`src/rtl/mu0_datapath_p_if.sv`:
```
// ============================================================================
// mu0_datapath_p_if : control/memory-side bus of the parametrised MU0 datapath
// Revision 1.0 - initial release
// ============================================================================
`default_nettype none

interface mu0_datapath_p_if #(
  parameter int DATA_W = 16,
  parameter int ADDR_W = 12
);
  logic [DATA_W-1:0] din;
  logic              x_sel;
  logic              y_sel;
  logic              addr_sel;
  logic              pc_en;
  logic              ir_en;
  logic              acc_en;
  logic [1:0]        m;
  logic              mul_start;

  logic [3:0]        f;
  logic [ADDR_W-1:0] address;
  logic [DATA_W-1:0] dout;
  logic              n;
  logic              z;
  logic              c;
  logic [ADDR_W-1:0] pc;
  logic [DATA_W-1:0] acc;
  logic              busy;
  logic              done;

  modport master (
    output din, x_sel, y_sel, addr_sel, pc_en, ir_en, acc_en, m, mul_start,
    input  f, address, dout, n, z, c, pc, acc, busy, done
  );

  modport slave (
    input  din, x_sel, y_sel, addr_sel, pc_en, ir_en, acc_en, m, mul_start,
    output f, address, dout, n, z, c, pc, acc, busy, done
  );
endinterface

`default_nettype wire

```
`src/rtl/mu0_datapath_p.sv`:
```
// ============================================================================
// mu0_datapath_p : parametrised MU0 datapath (Acc/PC/IR, 4-op ALU, N/Z/C) with
//                  optional iterative shift-add multiplier, built when the
//                  macro MU0_MUL_EN is defined.
// Revision 1.0 - initial release
// ============================================================================
`default_nettype none

module mu0_datapath_p #(
  parameter int DATA_W = 16,
  parameter int ADDR_W = 12
) (
  input  wire                    clk,
  input  wire                    rst,
  mu0_datapath_p_if.slave        bus
);
  localparam int EXT_W = DATA_W - ADDR_W;

  logic [DATA_W-1:0] acc_q, acc_d;
  logic [DATA_W-1:0] ir_q, ir_d;
  logic [ADDR_W-1:0] pc_q, pc_d;
  logic              c_q, c_d;

  logic [DATA_W-1:0] x_val;
  logic [DATA_W-1:0] y_val;
  logic [DATA_W-1:0] alu;
  logic              alu_c;
  logic [DATA_W:0]   alu_wide;

  logic              busy;
  logic              done;
  logic              mul_go;
  logic              mul_wr;
  logic [DATA_W-1:0] mul_res;
  logic              acc_load;

  always_comb begin
    x_val = bus.x_sel ? {{EXT_W{1'b0}}, pc_q} : acc_q;
    y_val = bus.y_sel ? bus.din : {{EXT_W{1'b0}}, ir_q[ADDR_W-1:0]};
  end

  // Subtract carry is the no-borrow flag, i.e. X >= Y unsigned.
  always_comb begin
    alu_wide = '0;
    alu      = y_val;
    alu_c    = 1'b0;
    case (bus.m)
      2'b01: begin
        alu_wide = {1'b0, x_val} + {1'b0, y_val};
        alu      = alu_wide[DATA_W-1:0];
        alu_c    = alu_wide[DATA_W];
      end
      2'b10: begin
        alu_wide = {1'b0, x_val} + {{DATA_W{1'b0}}, 1'b1};
        alu      = alu_wide[DATA_W-1:0];
        alu_c    = alu_wide[DATA_W];
      end
      2'b11: begin
        alu_wide = {1'b0, x_val} - {1'b0, y_val};
        alu      = alu_wide[DATA_W-1:0];
        alu_c    = ~alu_wide[DATA_W];
      end
      default: begin
        alu      = y_val;
        alu_c    = 1'b0;
      end
    endcase
  end

  assign acc_load = bus.acc_en && !busy && !mul_go;

  always_comb begin
    acc_d = acc_q;
    pc_d  = pc_q;
    ir_d  = ir_q;
    c_d   = c_q;
    if (mul_wr) begin
      acc_d = mul_res;
    end else if (acc_load) begin
      acc_d = alu;
      if (bus.m != 2'b00) c_d = alu_c;
    end
    if (bus.pc_en && !busy) pc_d = alu[ADDR_W-1:0];
    if (bus.ir_en && !busy) ir_d = bus.din;
  end

  always_ff @(posedge clk or posedge rst) begin
    if (rst) begin
      acc_q <= '0;
      pc_q  <= '0;
      ir_q  <= '0;
      c_q   <= 1'b0;
    end else begin
      acc_q <= acc_d;
      pc_q  <= pc_d;
      ir_q  <= ir_d;
      c_q   <= c_d;
    end
  end

`ifdef MU0_MUL_EN
  localparam int CNT_W = $clog2(DATA_W + 1);

  typedef enum logic [0:0] {
    S_IDLE = 1'b0,
    S_RUN  = 1'b1
  } mul_state_t;

  mul_state_t        state_q, state_d;
  logic [DATA_W-1:0] mcand_q, mcand_d;
  logic [DATA_W-1:0] mplier_q, mplier_d;
  logic [DATA_W-1:0] prod_q, prod_d;
  logic [CNT_W-1:0]  count_q, count_d;
  logic              done_q, done_d;
  logic [DATA_W-1:0] prod_step;

  always_ff @(posedge clk or posedge rst) begin
    if (rst) begin
      state_q  <= S_IDLE;
      mcand_q  <= '0;
      mplier_q <= '0;
      prod_q   <= '0;
      count_q  <= '0;
      done_q   <= 1'b0;
    end else begin
      state_q  <= state_d;
      mcand_q  <= mcand_d;
      mplier_q <= mplier_d;
      prod_q   <= prod_d;
      count_q  <= count_d;
      done_q   <= done_d;
    end
  end

  // Only the low DATA_W product bits are kept, so mcand may shift out its top.
  always_comb begin
    state_d   = state_q;
    mcand_d   = mcand_q;
    mplier_d  = mplier_q;
    prod_d    = prod_q;
    count_d   = count_q;
    done_d    = 1'b0;
    mul_go    = 1'b0;
    mul_wr    = 1'b0;
    prod_step = prod_q + (mplier_q[0] ? mcand_q : '0);
    if (state_q == S_IDLE) begin
      if (bus.mul_start) begin
        mul_go   = 1'b1;
        mcand_d  = acc_q;
        mplier_d = y_val;
        prod_d   = '0;
        count_d  = '0;
        state_d  = S_RUN;
      end
    end else begin
      prod_d   = prod_step;
      mcand_d  = mcand_q << 1;
      mplier_d = mplier_q >> 1;
      count_d  = count_q + CNT_W'(1);
      if (count_q == CNT_W'(DATA_W - 1)) begin
        mul_wr  = 1'b1;
        done_d  = 1'b1;
        state_d = S_IDLE;
      end
    end
  end

  assign busy    = (state_q == S_RUN);
  assign done    = done_q;
  assign mul_res = prod_step;
`else
  logic unused_mul_start;

  assign unused_mul_start = bus.mul_start;
  assign busy             = 1'b0;
  assign done             = 1'b0;
  assign mul_go           = 1'b0;
  assign mul_wr           = 1'b0;
  assign mul_res          = '0;
`endif

  if (DATA_W > ADDR_W + 4) begin : g_ir_mid
    logic unused_ir_mid;
    assign unused_ir_mid = ^ir_q[DATA_W-5:ADDR_W];
  end

  assign bus.f       = ir_q[DATA_W-1 -: 4];
  assign bus.address = bus.addr_sel ? ir_q[ADDR_W-1:0] : pc_q;
  assign bus.dout    = x_val;
  assign bus.n       = acc_q[DATA_W-1];
  assign bus.z       = (acc_q == '0);
  assign bus.c       = c_q;
  assign bus.pc      = pc_q;
  assign bus.acc     = acc_q;
  assign bus.busy    = busy;
  assign bus.done    = done;

endmodule

`default_nettype wire

```
`src/flat_wrapper.sv`:
```
// flat-port wrapper written by rule: the top's interface ports become plain ports
module mu0_datapath_p_flat 
#(
  parameter int DATA_W = 16,
  parameter int ADDR_W = 12
)
  (clk, rst, bus_din, bus_x_sel, bus_y_sel, bus_addr_sel, bus_pc_en, bus_ir_en, bus_acc_en, bus_m, bus_mul_start, bus_f, bus_address, bus_dout, bus_n, bus_z, bus_c, bus_pc, bus_acc, bus_busy, bus_done);
  mu0_datapath_p_if #(.DATA_W(DATA_W), .ADDR_W(ADDR_W)) bus_i ();
  input  wire clk;
  input  wire rst;
  input wire logic [$bits(bus_i.din)-1:0] bus_din;
  input wire logic [$bits(bus_i.x_sel)-1:0] bus_x_sel;
  input wire logic [$bits(bus_i.y_sel)-1:0] bus_y_sel;
  input wire logic [$bits(bus_i.addr_sel)-1:0] bus_addr_sel;
  input wire logic [$bits(bus_i.pc_en)-1:0] bus_pc_en;
  input wire logic [$bits(bus_i.ir_en)-1:0] bus_ir_en;
  input wire logic [$bits(bus_i.acc_en)-1:0] bus_acc_en;
  input wire logic [$bits(bus_i.m)-1:0] bus_m;
  input wire logic [$bits(bus_i.mul_start)-1:0] bus_mul_start;
  output wire logic [$bits(bus_i.f)-1:0] bus_f;
  output wire logic [$bits(bus_i.address)-1:0] bus_address;
  output wire logic [$bits(bus_i.dout)-1:0] bus_dout;
  output wire logic [$bits(bus_i.n)-1:0] bus_n;
  output wire logic [$bits(bus_i.z)-1:0] bus_z;
  output wire logic [$bits(bus_i.c)-1:0] bus_c;
  output wire logic [$bits(bus_i.pc)-1:0] bus_pc;
  output wire logic [$bits(bus_i.acc)-1:0] bus_acc;
  output wire logic [$bits(bus_i.busy)-1:0] bus_busy;
  output wire logic [$bits(bus_i.done)-1:0] bus_done;
  assign bus_i.din = bus_din;
  assign bus_i.x_sel = bus_x_sel;
  assign bus_i.y_sel = bus_y_sel;
  assign bus_i.addr_sel = bus_addr_sel;
  assign bus_i.pc_en = bus_pc_en;
  assign bus_i.ir_en = bus_ir_en;
  assign bus_i.acc_en = bus_acc_en;
  assign bus_i.m = bus_m;
  assign bus_i.mul_start = bus_mul_start;
  assign bus_f = bus_i.f;
  assign bus_address = bus_i.address;
  assign bus_dout = bus_i.dout;
  assign bus_n = bus_i.n;
  assign bus_z = bus_i.z;
  assign bus_c = bus_i.c;
  assign bus_pc = bus_i.pc;
  assign bus_acc = bus_i.acc;
  assign bus_busy = bus_i.busy;
  assign bus_done = bus_i.done;
  mu0_datapath_p #(.DATA_W(DATA_W), .ADDR_W(ADDR_W)) u_core (.clk(clk), .rst(rst), .bus(bus_i));
endmodule
```
`config.mk`:
```
export PLATFORM = sky130hd
export DESIGN_NAME = mu0_datapath_p_flat
export DESIGN_NICKNAME = d
export VERILOG_FILES = /design/src/rtl/mu0_datapath_p_if.sv /design/src/rtl/mu0_datapath_p.sv /design/src/flat_wrapper.sv
export SDC_FILE = /design/constraint.sdc
export NUM_CORES = 1
export LEC_CHECK = 0
export CAP_MARGIN = 20
export CORE_UTILIZATION = 40
export CTS_BUF_LIST = sky130_fd_sc_hd__clkbuf_2
export CTS_CLUSTER_DIAMETER = 120
export CTS_CLUSTER_SIZE = 12
export DETAILED_ROUTE_END_ITERATION = 16
export DONT_BUFFER_PORTS = 1
export MAX_ROUTING_LAYER = met4
export PLACE_DENSITY_LB_ADDON = 0.2
export SYNTH_ARGS = -nofsm -noshare
export SYNTH_HDL_FRONTEND = slang
export SYNTH_SLANG_ARGS = --single-unit
```
`constraint.sdc`:
```
create_clock -name clk -period 3.8 [get_ports clk]
set_clock_uncertainty 0.2 [all_clocks]
set_input_delay 0.57 -clock clk [delete_from_list [all_inputs] [get_ports clk]]
set_output_delay 0.57 -clock clk [all_outputs]
set_load 0.01 [all_outputs]
```
# --- After elaboration in Yosys (flattened, before gate mapping) ---
# Cells that the tools add are included.
# W data, S select, Z words.
classes:
  n_reduce_logical: 3
  add_sub_neg: 3
  mux: 5
  n_eq_ne: 3
  bitwise: 1
op_table:
  columns: ["op", "count"]
  rows:
  - ["$pmux W16 S3", 1]
  - ["$mux W16", 2]
  - ["$add A16 B1 Y17 const B", 1]
  - ["$add A16 B16 Y17", 1]
  - ["$sub A16 B16 Y17", 1]
  - ["$logic_not A16 Y1", 1]
  - ["$mux W12", 1]
  - ["$eq A2 B2 Y1 const B", 2]
  - ["$pmux W1 S3", 1]
  - ["$eq A2 B1 Y1 const B", 1]
  - ["$reduce_and A2 Y1", 1]
  - ["$reduce_bool A2 Y1", 1]
  - ["$not A1 Y1", 1]
totals:
  regBits: 45
  out_inout_bits: 65
  word_cells: 19

# --- Depth between registers and ports, before layout ---
depth:
  ltp_word: 4
  depth_mapped: 15
  depth_no_buf: 12

# --- Least setup slack after synthesis ---
# OpenSTA, ideal clock, no wires.
synth_timing:
  path_type: "input to register"
  startpoint: "in bus_x_sel"
  endpoint: "reg u_core.acc_q[13] (netlist: u_core.bus.acc[13])"
  path_stages: 14
  setup_slack_ns: -0.156
  arrival_ns: 3.630
  required_ns: 3.474
  cell_sequence: "buf_2 buf_4 buf_2 mux2i_1 inv_1 ha_1 nor2b_1 o31ai_2 a2111oi_2 a311o_1 a31o_2 xnor2_1 o21ai_0 a221o_1"
synth_via:
  elab_chain_cells: 3
  word_cells_on_any_way: 5
  cone_classes: "3 x add/sub; 2 x mux"
synth_rtl:
  columns: ["item", "line", "text"]
  rows:
  - ["from (decl)", "flat_wrapper.sv:12", "input wire logic [$bits(bus_i.x_sel)-1:0] bus_x_sel;"]
  - ["$mux W16 (*)", "mu0_datapath_p.sv:38", "x_val = bus.x_sel ? {{EXT_W{1'b0}}, pc_q} : acc_q;"]
  - ["named net bus_dout[1]", "flat_wrapper.sv:22", "output wire logic [$bits(bus_i.dout)-1:0] bus_dout;"]
  - ["$sub A16 B16 Y17, or another cell as far along", "mu0_datapath_p.sv:59", "alu_wide = {1'b0, x_val} - {1'b0, y_val};"]
  - ["$pmux W16 S3 (*)", "mu0_datapath_p.sv:47", "case (bus.m)"]
  - ["to (signal assigned)", "mu0_datapath_p.sv:89", "acc_q <= '0;"]
  - ["to (signal assigned)", "mu0_datapath_p.sv:94", "acc_q <= acc_d;"]
  - ["to (decl)", "mu0_datapath_p.sv:19", "logic [DATA_W-1:0] acc_q, acc_d;"]
# Mark *: on every way through the listed nets, which the timed path passes. The rest lies on a longest branch.
# A chain may end at the register's enable or synchronous reset.

# --- Final worst setup path ---
layout_timing:
  startpoint: "reg u_core.acc_q[1] (netlist: u_core.bus.acc[1])"
  endpoint: "reg u_core.pc_q[11] (netlist: u_core.bus.pc[11])"
layout_via:
  elab_chain_cells: 3
  word_cells_on_any_way: 5
  cone_classes: "3 x add/sub; 2 x mux"
layout_rtl:
  columns: ["item", "line", "text"]
  rows:
  - ["$mux W16 (*)", "mu0_datapath_p.sv:38", null]
  - ["named net bus_dout[1]", "flat_wrapper.sv:22", null]
  - ["$sub A16 B16 Y17, or another cell as far along", "mu0_datapath_p.sv:59", null]
  - ["$pmux W16 S3 (*)", "mu0_datapath_p.sv:47", null]
  - ["to (signal assigned)", "mu0_datapath_p.sv:95", "pc_q <= pc_d;"]
  - ["to (decl)", "mu0_datapath_p.sv:21", "logic [ADDR_W-1:0] pc_q, pc_d;"]
# Marks and branches as above.

==> impl_results.md <==
- Status: completed
- Final setup fails: 0
- # placed instances: about 640
- Post-CTS setup buffers: 0
- Sequential area share after synthesis: 0.2513
- Clk slew on worst S/H paths: ~240 ps
- Critical-path maximum fanout: 5
- Hold/Removal Path Class: in2reg
- Cts bufs inserted: 5
- Post-detail-place hpwl: between 10 and 15 mm
- Die width: between 100 and 150 um
- Crit end category: register
- Core ar.: around 11000 sq um
- Seq cells post-synth: 45
- Vias per cell: a little under 6
- Pre-antenna DRT Iters: 5
- Setup_tns: 0 ps
- Power Density: ~630 nW/um^2
- Req. time, crit path: about 4000 ps
- CTS tree: done
- Sequential share of power: 0.277
- Nets: 584
- Register area: between 1000 and 1500 sq um
- P_leak: 2.051 nW
- Drt wl/cell: slightly below 20 um
- Routability cong.: 0.8912
- Hold Vio Cnt, Final: 0
- Initial antenna violation count: 0
- Distinct cells, synth: between 70 and 80
- Antenna viol nets, final: 0
- Vias in the first global route: about 3800
- H-tree level count: 2
- Most frequent cells in the layout: 45 x mux2_2, 45 x inv_1, 45 x dfrtp_1
- Via count: roughly 3800
- GRT Overall Usage: 0.2324
- Arr. time, crit path: between 3000 and 4000 ps
- Skew-Pair Late Insertion Delay: approximately 460 ps
- Port buffer count: 0
- Mapped cell area: approximately 4500 sq um
- Post-synth top area share: 0.2513
- Global-route wire length before repair: roughly 20 mm
- Initial Utilization: 0.4115
- Finished Layout Cells: between 600 and 700
- R2R Setup Slk: around 260 ps
- Critical path class: reg2reg
- Sw frac: 0.5073
- Worst slew pin tran: between 900 and 1000 ps
- Fin crit share: 0.9316
- Multi-input gate area: 3033 sq um
- Clock group share of total power: 0.069
- Syn avg cell area: between 8 and 9 sq um
- Die Y: roughly 110 um
- YS warnings: 0
- Sink Count: between 40 and 50
- Worst-case clock buffer depth: 2
- Fin area: between 4000 and 5000 sq um
- Fmax: roughly 280 MHz
- Final Util: 0.4388
- Relative slew slack: 0.3925
- RSZ-0062 raised after global routing: no
- Diode count: 0
- Layout area overhead: 6.618%
- Element type at the critical path start: register
- Largest net degree at the start of global routing: 46
- Ratio of cells with drive above 1 in the final layout: 0.1762
- Tmin final: between 3000 and 4000 ps
- Post-synth EDFFs: 0
- IO Pins: 92
- Root buffer cell: clkbuf_2
- Net Switching: between 1.5 and 2 mW
- Combinational Power Share: 0.654
- Die area: approximately 12000 sq um
- Overall Power: between 3 and 4 mW
- P_int: roughly 1.5 mW
- Worst VDD drop: between 300 and 400 uV
- DRC viols: 0
- Largest cells by area after synthesis: dfrtp_1 25%, mux2_2 11%, ha_1 9.5%, a21oi_1 3.9%, inv_1 3.9%
- Fill cells: ~1100
- Ys flop type: dfrtp_1
- Maxcap violations: 0
- Total congestion overflow: 0
- Slew Limit Fails: 0
- Asr flop ratio synth: 1.000
- Largest area contributor in the netlist: dfrtp_1
- Initial DRC Count: about 190
- Detailed Route WL: approximately 13 mm
- Cell count after synthesis: 517
- Row count: 38
- Post-placement cell area: around 4600 sq um
routing by layer:
metal	wire [um]	share of wire	track usage
met5	0	0	-
met4	246	0.019	0.05382
met3	972	0.075	0.06780
met2	6505	0.50	0.4093
met1	5308	0.41	0.2580
worst max-delay path, stage by stage (launching register included):
cell       delay (ps)
dfrtp_1           540
mux2i_4           260
inv_1             170
ha_1              350
nor2b_1           160
o31ai_2           280
a2111oi_2         140
a311o_1           370
and2_1            180
o21ai_0           160
nor3b_1           370
buf_4             190
o2bb2ai_1          60
registers in the layout, indices dropped and copies added (netlist names):
register,count
u_core.bus.acc,16
u_core.bus.c,1
u_core.ir_q,16
u_core.bus.pc,12
timing repair:
action | in CTS | in global routing
hold buffers | 3 | 7
gates resized for setup | 0 | 1
hold endpoints to repair | 51 | 6
setup endpoints to repair | 0 | 1
Yosys cell counts (all sizes together), types with 3 or more instances:
cell type / number
a2111oi: 4
a211o: 3
a211oi: 5
a21o: 3
a21oi: 35
a31oi: 7
and2: 3
buf: 17
clkbuf: 13
dfrtp: 45
ha: 34
inv: 46
mux2: 46
mux2i: 14
mux4: 4
nand2: 38
nand2b: 5
nand3: 14
nand4: 4
nor2: 44
nor2b: 10
nor3: 11
nor3b: 3
nor4: 7
o211ai: 7
o21ai: 19
o21bai: 5
o311ai: 4
o31ai: 8
or3: 4
xnor2: 19
xor2: 3
power groups by stage:
stage | clock network [mW] | registers [mW] | logic (mW)
floorplan | 0 | 0.816 | 1.50
global placement | 0 | 0.845 | 1.92
detailed placement | 0 | 0.849 | 1.95
CTS | 0.217 | 0.838 | 1.96
global route | 0.237 | 0.858 | 2.19
finish | 0.210 | 0.837 | 1.98
stage by stage:
stage                     hold slack (ps)  setup slack [ps]
after floorplan                     282.0             38.58
after global placement              306.6             224.4
after detailed placement            316.0             223.0
after CTS                           12.94             269.0
after global routing               0.9303             20.26
final                               34.40             259.7
final timing paths:
check,to,start,depth (start not counted)
max,u_core.bus.pc[11]$_DFFE_PP0P_,u_core.bus.acc[1]$_DFFE_PP0P_,12
min,u_core.bus.pc[4]$_DFFE_PP0P_,bus_pc_en,2
max reg2reg,u_core.bus.pc[11]$_DFFE_PP0P_,u_core.bus.acc[1]$_DFFE_PP0P_,12
min in group asynchronous,u_core.ir_q[15]$_DFFE_PP0P_,rst,2
min reg2reg,u_core.ir_q[10]$_DFFE_PP0P_,u_core.ir_q[10]$_DFFE_PP0P_,1
max in group asynchronous,u_core.ir_q[8]$_DFFE_PP0P_,rst,2
logic make-up (layout without fill, tap and decap cells):
| kind of cell | after synthesis | count (layout) | synth area share |
|---|---|---|---|
| AO/OA/AOI/OAI | 120 | 120 | 0.1893 |
| XOR/XNOR | 22 | 22 | 0.04301 |
| adder cells (fa/ha/maj) | 36 | 36 | 0.1039 |
| buffers and inverters | 78 | 82 | 0.07624 |
| flip-flops | 45 | 45 | 0.2513 |
| multiplexers | 64 | 64 | 0.1670 |
| other | 1 | 2 | 0.0008370 |
| AND/OR/NAND/NOR | 151 | 151 | 0.1684 |
area by class of cell:
| class | count | share of cell area |
|---|---|---|
| timing repair buffer | 26 | 0.04610 |
| tap | 140 | 0.03667 |
| sequential | 45 | 0.2357 |
| multi-input combinational | 395 | 0.6349 |
| inverter | 48 | 0.03772 |
| clock inverter | 3 | 0.003667 |
| clock buffer | 5 | 0.005238 |
No activity file was read; power rests on OpenSTA's default activity.
